<file path="src/rtl/lcd_char_refresh_ctrl.sv">
// lcd_char_refresh_ctrl: HD44780-class character LCD controller with frame buffer and continuous refresh.
// Optional macro LCD_4BIT_EN selects a 4-bit bus (nibbles on lcd_data[7:4]); default is the 8-bit bus.
module lcd_char_refresh_ctrl #(
  parameter int COLS     = 16,
  parameter int ROWS     = 2,
  parameter int PWR_DLY  = 1_000_000,
  parameter int E_HALF   = 50_000,
  parameter int CLR_WAIT = 100_000,
  localparam int AW      = $clog2(ROWS * COLS)
) (
  input  logic          clk,
  input  logic          rst_n,
  input  logic          buf_we,
  input  logic [AW-1:0] buf_addr,
  input  logic [7:0]    buf_wdata,
  output logic          init_done,
  output logic          frame_done,
  output logic          lcd_en,
  output logic          lcd_rs,
  output logic          lcd_rw,
  output logic [7:0]    lcd_data
);
  localparam int N  = ROWS * COLS;
  localparam int TX = 2 * E_HALF;
  localparam int M1 = PWR_DLY > CLR_WAIT ? PWR_DLY : CLR_WAIT;
  localparam int CW = $clog2((M1 > TX ? M1 : TX) + 1);
  localparam int RW = ROWS > 1 ? $clog2(ROWS) : 1;
  localparam int KW = $clog2(COLS);
`ifdef LCD_4BIT_EN
  localparam logic [2:0] LAST = 3'd5, CLR = 3'd3, OFS = 3'd1;
  localparam logic [7:0] FSET = 8'h28;
`else
  localparam logic [2:0] LAST = 3'd4, CLR = 3'd2, OFS = 3'd0;
  localparam logic [7:0] FSET = 8'h38;
`endif
  typedef enum logic [2:0] {S_PWR, S_INIT, S_CLRW, S_ROW, S_CHAR} state_t;
  state_t        state_q, state_d;
  logic [CW-1:0] cnt_q, cnt_d;
  logic [2:0]    step_q, step_d, k;
  logic [RW-1:0] row_q, row_d;
  logic [KW-1:0] col_q, col_d;
  logic          en_q, en_d, rs_q, rs_d, init_done_q, init_done_d, frame_done_q, frame_done_d;
  logic [7:0]    data_q, data_d;
  logic [7:0]    buf_q [N];
  logic [7:0]    buf_d [N];
  logic [AW-1:0] idx;
  logic [7:0]    init_byte, row_byte, cur_byte, out_byte;
  logic          tx, tx_end, byte_end;
`ifdef LCD_4BIT_EN
  logic          nib_q, nib_d, single;
  logic [7:0]    hold_q, hold_d;
`endif
  always_comb begin
    buf_d = buf_q;
    if (buf_we && 32'(buf_addr) < N) buf_d[buf_addr] = buf_wdata;
  end
  // A byte is captured once at its load cycle; a same-cycle write lands in the buffer for the next frame.
  always_comb begin
    k         = step_q - OFS;
    idx       = AW'(int'(row_q) * COLS + int'(col_q));
    init_byte = k == 3'd0 ? FSET : k == 3'd1 ? 8'h08 : k == 3'd2 ? 8'h01 : k == 3'd3 ? 8'h06 : 8'h0C;
    row_byte  = 8'h80 | (row_q[0] ? 8'h40 : 8'h00) | (RW > 1 && row_q[RW-1] ? 8'h14 : 8'h00);
    cur_byte  = state_q == S_CHAR ? buf_q[idx] : state_q == S_ROW ? row_byte : init_byte;
    tx        = state_q == S_INIT || state_q == S_ROW || state_q == S_CHAR;
    tx_end    = tx && cnt_q == CW'(TX - 1);
`ifdef LCD_4BIT_EN
    single    = state_q == S_INIT && step_q == 3'd0;
    out_byte  = single ? 8'h20 : nib_q ? {hold_q[3:0], 4'h0} : {cur_byte[7:4], 4'h0};
    byte_end  = tx_end && (nib_q || single);
`else
    out_byte  = cur_byte;
    byte_end  = tx_end;
`endif
  end
  always_ff @(posedge clk or negedge rst_n) begin
    if (!rst_n) begin
      state_q      <= S_PWR;
      cnt_q        <= '0;
      step_q       <= '0;
      row_q        <= '0;
      col_q        <= '0;
      en_q         <= 1'b0;
      rs_q         <= 1'b0;
      data_q       <= 8'h00;
      init_done_q  <= 1'b0;
      frame_done_q <= 1'b0;
      buf_q        <= '{default: 8'h20};
`ifdef LCD_4BIT_EN
      nib_q        <= 1'b0;
      hold_q       <= 8'h00;
`endif
    end else begin
      state_q      <= state_d;
      cnt_q        <= cnt_d;
      step_q       <= step_d;
      row_q        <= row_d;
      col_q        <= col_d;
      en_q         <= en_d;
      rs_q         <= rs_d;
      data_q       <= data_d;
      init_done_q  <= init_done_d;
      frame_done_q <= frame_done_d;
      buf_q        <= buf_d;
`ifdef LCD_4BIT_EN
      nib_q        <= nib_d;
      hold_q       <= hold_d;
`endif
    end
  end
  // rs/data load on the second low-phase cycle so they never move while E is high.
  always_comb begin
    state_d      = state_q;
    cnt_d        = cnt_q + CW'(1);
    step_d       = step_q;
    row_d        = row_q;
    col_d        = col_q;
    en_d         = en_q;
    rs_d         = rs_q;
    data_d       = data_q;
    init_done_d  = init_done_q;
    frame_done_d = 1'b0;
`ifdef LCD_4BIT_EN
    nib_d        = nib_q;
    hold_d       = hold_q;
    if (tx && cnt_q == '0 && !nib_q) hold_d = cur_byte;
    if (tx_end) nib_d = !byte_end;
`endif
    if (tx && cnt_q == '0) begin
      data_d = out_byte;
      rs_d   = state_q == S_CHAR;
    end
    if (tx && cnt_q == CW'(E_HALF - 1)) en_d = 1'b1;
    if (tx_end) begin
      cnt_d = '0;
      en_d  = 1'b0;
    end
    case (state_q)
      S_PWR: if (cnt_q == CW'(PWR_DLY - 1)) begin
        state_d = S_INIT;
        cnt_d   = '0;
      end
      S_CLRW: if (cnt_q == CW'(CLR_WAIT - 1)) begin
        state_d = S_INIT;
        cnt_d   = '0;
      end
      S_INIT: if (byte_end) begin
        step_d = step_q + 3'd1;
        if (step_q == LAST) begin
          state_d     = S_ROW;
          row_d       = '0;
          init_done_d = 1'b1;
        end else if (step_q == CLR) state_d = S_CLRW;
      end
      S_ROW: if (byte_end) begin
        state_d = S_CHAR;
        col_d   = '0;
      end
      S_CHAR: if (byte_end) begin
        col_d = col_q + KW'(1);
        if (col_q == KW'(COLS - 1)) begin
          col_d        = '0;
          state_d      = S_ROW;
          row_d        = row_q == RW'(ROWS - 1) ? '0 : row_q + RW'(1);
          frame_done_d = row_q == RW'(ROWS - 1);
        end
      end
      default: state_d = S_PWR;
    endcase
  end
  always_comb begin
    lcd_en     = en_q;
    lcd_rs     = rs_q;
    lcd_rw     = 1'b0;
    lcd_data   = data_q;
    init_done  = init_done_q;
    frame_done = frame_done_q;
  end
endmodule
</file>
<file path="config.mk">
export PLATFORM = sky130hd
export DESIGN_NAME = lcd_char_refresh_ctrl
export DESIGN_NICKNAME = d
export VERILOG_FILES = /design/src/rtl/lcd_char_refresh_ctrl.sv
export SDC_FILE = /design/constraint.sdc
export NUM_CORES = 1
export LEC_CHECK = 0
export CAP_MARGIN = 20
export CORE_MARGIN = 1.5
export CORE_UTILIZATION = 50
export CTS_CLUSTER_SIZE = 10
export DETAILED_ROUTE_END_ITERATION = 8
export GPL_TIMING_DRIVEN = 0
export PLACE_DENSITY = 0.66
export SYNTH_ARGS = -nofsm -noshare
export SYNTH_HDL_FRONTEND = slang
export SYNTH_SLANG_ARGS = --single-unit
</file>
<file path="constraint.sdc">
create_clock -name clk -period 2.8 [get_ports clk]
set_input_delay 0.28 -clock clk [delete_from_list [all_inputs] [get_ports clk]]
set_output_delay 0.28 -clock clk [all_outputs]
set_load 0.005 [all_outputs]
</file>
# After elaboration in Yosys (flattened, before gate mapping)
# Index checks and enable logic that the tools add are counted.
dict set report totals {
  elab_cells 130
  mem_bits_rw 0
  inputBits 16
  reg_bits 299
  out_inout_bits 13
  latch_bits 0
  rom_bits 0
  mem_count 0
}
dict set report op_classes {
  n_reduce_logical 17
  addsub 5
  n_div 0
  multipliers 0
  bitwise 2
  n_mux 41
  eq_ne 20
  n_lt_le_gt_ge 3
  shift 0
}
# cell n
set op_table {}
lappend op_table {{bitwise mux 256 bit} 1}
lappend op_table {{two-way mux 20 bit} 3}
lappend op_table {{binary-select mux 8 bit (select 5 bit)} 1}
lappend op_table {{demux 8 bit (select 5 bit)} 1}
lappend op_table {{two-way mux 8 bit} 5}
lappend op_table {{one-hot mux 20 bit (2 select lines)} 1}
lappend op_table {{two-way mux 3 bit} 8}
lappend op_table {{two-way mux 4 bit} 6}
lappend op_table {{adder 20 x 1 -> 20 bit (second input constant)} 1}
lappend op_table {{== test 20 x 16 -> 1 bit (second input constant)} 1}
lappend op_table {{== test 20 x 17 -> 1 bit (second input constant)} 1}
lappend op_table {{== test 20 bit (second input constant)} 1}
lappend op_table {{logical NOT 20 bit} 1}
lappend op_table {{one-hot mux 3 bit (5 select lines)} 1}
lappend op_table {{== test 3 x 2 -> 1 bit (second input constant)} 4}
lappend op_table {{>= comparator 6 bit (second input constant)} 2}
lappend op_table {{NOT 5 -> 6 bit} 2}
lappend op_table {{two-way mux 1 bit} 10}
lappend op_table {{inequality test 2 bit (second input constant)} 5}
lappend op_table {{one-hot mux 4 bit (2 select lines)} 1}
lappend op_table {{two-way mux 7 bit} 1}
lappend op_table {{AND reduction 7 bit} 1}
lappend op_table {{== test 3 x 1 -> 1 bit (second input constant)} 2}
lappend op_table {{== test 3 bit (second input constant)} 2}
lappend op_table {{17 further kinds} 26}

# Depth between registers and ports, before layout
dict set report logic_depth {
  word_depth 7
  mapped_depth 8
  ltp_nobuf 7
}

# Worst setup path after synthesis
# Ideal clock, no wire load.
dict set report synth_path {
  kind {reg2reg}
  startpoint {register cnt_q[11]}
  endpoint {register step_q[1]}
  stages_incl_launch_ff 6
  setup_ns 0.125
  path_buffers 0
  period_less_slack_ns 2.181
  t_arrival_ns 2.056
  required_ns 2.675
  setup_slack_ns 0.619
  cell_sequence {dfrtp_1 -> or4_4 -> nor3_4 -> nand2_4 -> or3_4 -> mux2_4}
}
dict set report synth_via {
  elab_chain_len 3
}
# element line
set synth_lines {}
lappend synth_lines {{from (decl)} 38} ;# logic [CW-1:0] cnt_q, cnt_d;
lappend synth_lines {{from (signal assigned)} 94} ;# cnt_q <= cnt_d;
lappend synth_lines {{== test 20 x 17 -> 1 bit} 65} ;# tx_end = tx && cnt_q == CW'(TX - 1);
lappend synth_lines {{logical AND 1 bit} 65}
lappend synth_lines {{AND reduction 2 bit (no line)} -}
lappend synth_lines {{to (signal assigned)} 95} ;# step_q <= step_d;
lappend synth_lines {{to (decl)} 39} ;# logic [2:0] step_q, step_d, k;
# No other way between the ends.
# A chain may end at the register's enable or synchronous reset.

# Worst setup path in the final report
dict set report layout_path {
  startpoint {register col_q[2]}
  endpoint {register data_q[2] (netlist: lcd_data[2])}
}
dict set report layout_via {
  elab_chain_len 6
}
# element line
set layout_lines {}
lappend layout_lines {{from (decl)} 41} ;# logic [KW-1:0] col_q, col_d;
lappend layout_lines {{from (signal assigned)} 97} ;# col_q <= col_d;
lappend layout_lines {{adder 5 x 4 -> 5 bit} 60} ;# idx = AW'(int'(row_q) * COLS + int'(col_q));
lappend layout_lines {{NOT 5 -> 6 bit (not written as such)} 63} ;# cur_byte = state_q == S_CHAR ? buf_q[idx] : state_q == S_ROW ? row_byte : init_byte;
lappend layout_lines {{binary-select mux 8 bit (select 5 bit)} 63}
lappend layout_lines {{two-way mux 8 bit (not written as such) (2 in a row)} 63}
lappend layout_lines {{two-way mux 8 bit} 63}
lappend layout_lines {{to (signal assigned)} 100} ;# data_q <= data_d;
lappend layout_lines {{to (decl)} 43} ;# logic [7:0] data_q, data_d;
# No other way between the ends. The select of a mux whose other input is x is not followed.

==> metrics <==
commonest cells after routing, fill and taps aside 267 x dfrtp_1, 256 x mux2_2, 64 x mux4_2, 61 x clkbuf_1, 46 x nor2_1; RSZ-0062 raised after global routing no; Mapped Area 14090 um^2; Final Skew approximately 14 ps; final period utilization between 90 and 100%; FF+latch area 7522 um^2; Die Area just under 30000 um^2; Synth area leaders dfrtp_1 47%, mux2_2 20%, mux4_2 10%; DRT iter0 DRCs 651; Switch Pwr 2.615 mW; Final Hold Fails 0; DRC viols 0; min cycle time layout 2607 ps; yosys warns 0; Setup Fix Bufs, Post-CTS 0; CTS tree yes; layout cells sized above 1 40.90%; share of power burned in registers 49.8%; Switching Share 23.87%; # IOs 29; clock network fraction of design power 38.3%; Internal Pwr Total 8.340 mW; fill count 2277; actual slew at the worst max-slew pin around 1200 ps; Initial Utilization 50.73%; # diodes 0; Die Span Y 170.9 um; highest clock rate approximately 0.38 GHz; GRT Total Usage 25.51%; Non-Filler Instances roughly 1500; crit end category register; Post-synth EDFFs 0; synthesized net count 1014; Final ANT Viol Nets 0; Pins Over Slew Limit 0; number of global-route vias before repair 8800; Max FO, Critical Path 10; pre-CTS worst setup slack -430.0 ps; dpl hpwl 23.93 mm; port bufs 23; number of synthesized register bits between 200 and 300; top cell type by total area after synthesis dfrtp_1; initial antenna violation count 0; WS Path Type reg -> reg; maximum clock path buffer count 3; sequence of cells on the critical path clkbuf_1, clkbuf_2, mux4_2, mux2i_1, o221ai_1, a21oi_1, o21ai_0; status complete, no violations; post-synthesis cell type count 60; Syn Area/Cell 14.23 um^2; fraction of registers with async set/reset 100.0%; WP buf/inv 2; Combinational Power Share 12.0%; CTS Buf Count 36; Max stage delay cell, worst path clkbuf_2; CP peak stage delay 480 ps; most common cell after layout, fill and taps aside dfrtp_1; placed cell count between 1000 and 1500; area of the multi-input gates 6296 um^2; sequential-to-total area share from yosys stat 53.38%; Max-Cap Viols 0; final setup margin 192.7 ps; worst endpoint data arrival time 2990 ps; width of the chip 170.9 um; post-route setup TNS 0 ps; Leak 6.747 nW; vias roughly 8700; PD cells 683.3 nW/um^2; post-synth top area share between 40% and 50%; Tot Pwr 10.95 mW; # clock sinks 299; largest net degree at the start of global routing 118; Max rail drop VDD 0.5187 mV; Rel. slew slack 22.08%; delay-heaviest family, CP buffers and inverters; routed len/inst 24.22 um; H-tree depth 2; vias per cell 5.938; grt ovf 0; Nets 1085; # rows 61; Post-Route WL 35.38 mm; Root Buffer clkbuf_16; Layout area overhead 13.76%; worst path required time roughly 3200 ps; synthesized instance count 990; Placer Congestion 0.8896; Clk Latency, worst-skew pair 520 ps; final setup violation count 0; core area 27780 um^2; Most used DFF post-synth dfrtp_1; Reg clk slew, reported paths 60 ps; first-pass GRT wire length 54.59 mm; Pre-antenna DRT Iters 5; Hold Crit Class in -> async; startpoint types register
per-layer routing:
metal  global-route usage [%]  wire (um)  up-vias
li1                         -          -     3812
met1                    36.10      15700     4568
met2                    40.78      16930      244
met3                    4.464       1995       52
met4                    7.056        753        0
met5                        0          0        -
cell usage after synthesis (3+ instances only):
cell type / number
dfrtp_1: 267
mux2_2: 256
mux4_2: 64
clkbuf_1: 47
nor2_1: 46
nand2_1: 45
dfstp_2: 32
mux2i_1: 30
o21ai_0: 16
nand3_1: 13
buf_2: 12
inv_1: 12
nand4_1: 10
xnor2_1: 10
a21oi_1: 9
xor2_1: 9
ha_1: 8
nand3b_1: 7
nor3_1: 7
o22ai_1: 7
nand2b_1: 6
o31ai_1: 6
a211oi_1: 5
nor3b_1: 5
nor4_1: 5
nor4b_1: 4
or2_2: 4
a21o_1: 3
a31oi_1: 3
and3_1: 3
buf_1: 3
o41ai_1: 3
final cells by class:
type | instances | area share [%]
Sequential cell | 299 | 46.92
Multi-Input combinational cell | 616 | 39.27
Inverter | 12 | 0.2810
Timing Repair Buffer | 33 | 2.341
Clock inverter | 4 | 0.3590
Clock buffer | 56 | 6.088
Buffer | 63 | 1.787
Tap cell | 378 | 2.950
cells by family after synthesis:
family	after synthesis	share of synthesized area [%]
adders and majority gates	8	0.7103
muxes	351	32.92
DFF	299	53.38
xor gates and xnor gates	19	1.181
buffers and inverters	75	2.131
and+or+nand+nor	175	6.748
other	1	0.02661
AOI/OAI and AO/OA	62	2.903
sequential cells by signal, indices dropped and copies added (netlist names), 3 cells and up:
name and count:
buf_q 256, step_q 3, cnt_q 20, lcd_data 8, state_q 3, col_q 4
path summary, 6_finish.rpt:
check                           startpoint           to  slack (ps)  cells past startpoint
worst min-delay path                 rst_n    cnt_q[17]         340                      2
max in group asynchronous            rst_n   buf_q[199]         980                      4
worst max register to register    col_q[2]  lcd_data[2]         190                      7
worst min register to register   init_done    init_done         460                      1
worst max-delay path              col_q[2]  lcd_data[2]         190                      7
min in group clk                 init_done    init_done         460                      1
power by group through the flow:
stage	combinational (mW)	clock [mW]	sequential, mW
global route	1.42	4.43	5.54
finish	1.31	4.19	5.45
global placement	1.27	0	5.50
floorplan	1.01	0	5.39
CTS	1.33	4.25	5.45
detailed placement	1.32	0	5.52
per-stage QoR:
stage	util, %	hold WS [ps]	cell area, um^2
6_report	57.71	338.3	16030
5_1_grt	57.71	409.7	16030
4_1_cts	57.57	379.1	15990
3_5_place_dp	53.72	324.5	14930
3_3_place_gp	53.26	446.1	14800
2_1_floorplan	-	-15.59	14090
what timing repair did:
action                                  4_1_cts  5_1_grt
gates resized for setup                      12        8
hold buffers                                  1        0
endpoints found under the setup margin        6        8
endpoints found under the hold margin        75        0
pin swaps                                     0        1
Note: power is estimated with default switching activity, not from simulation.
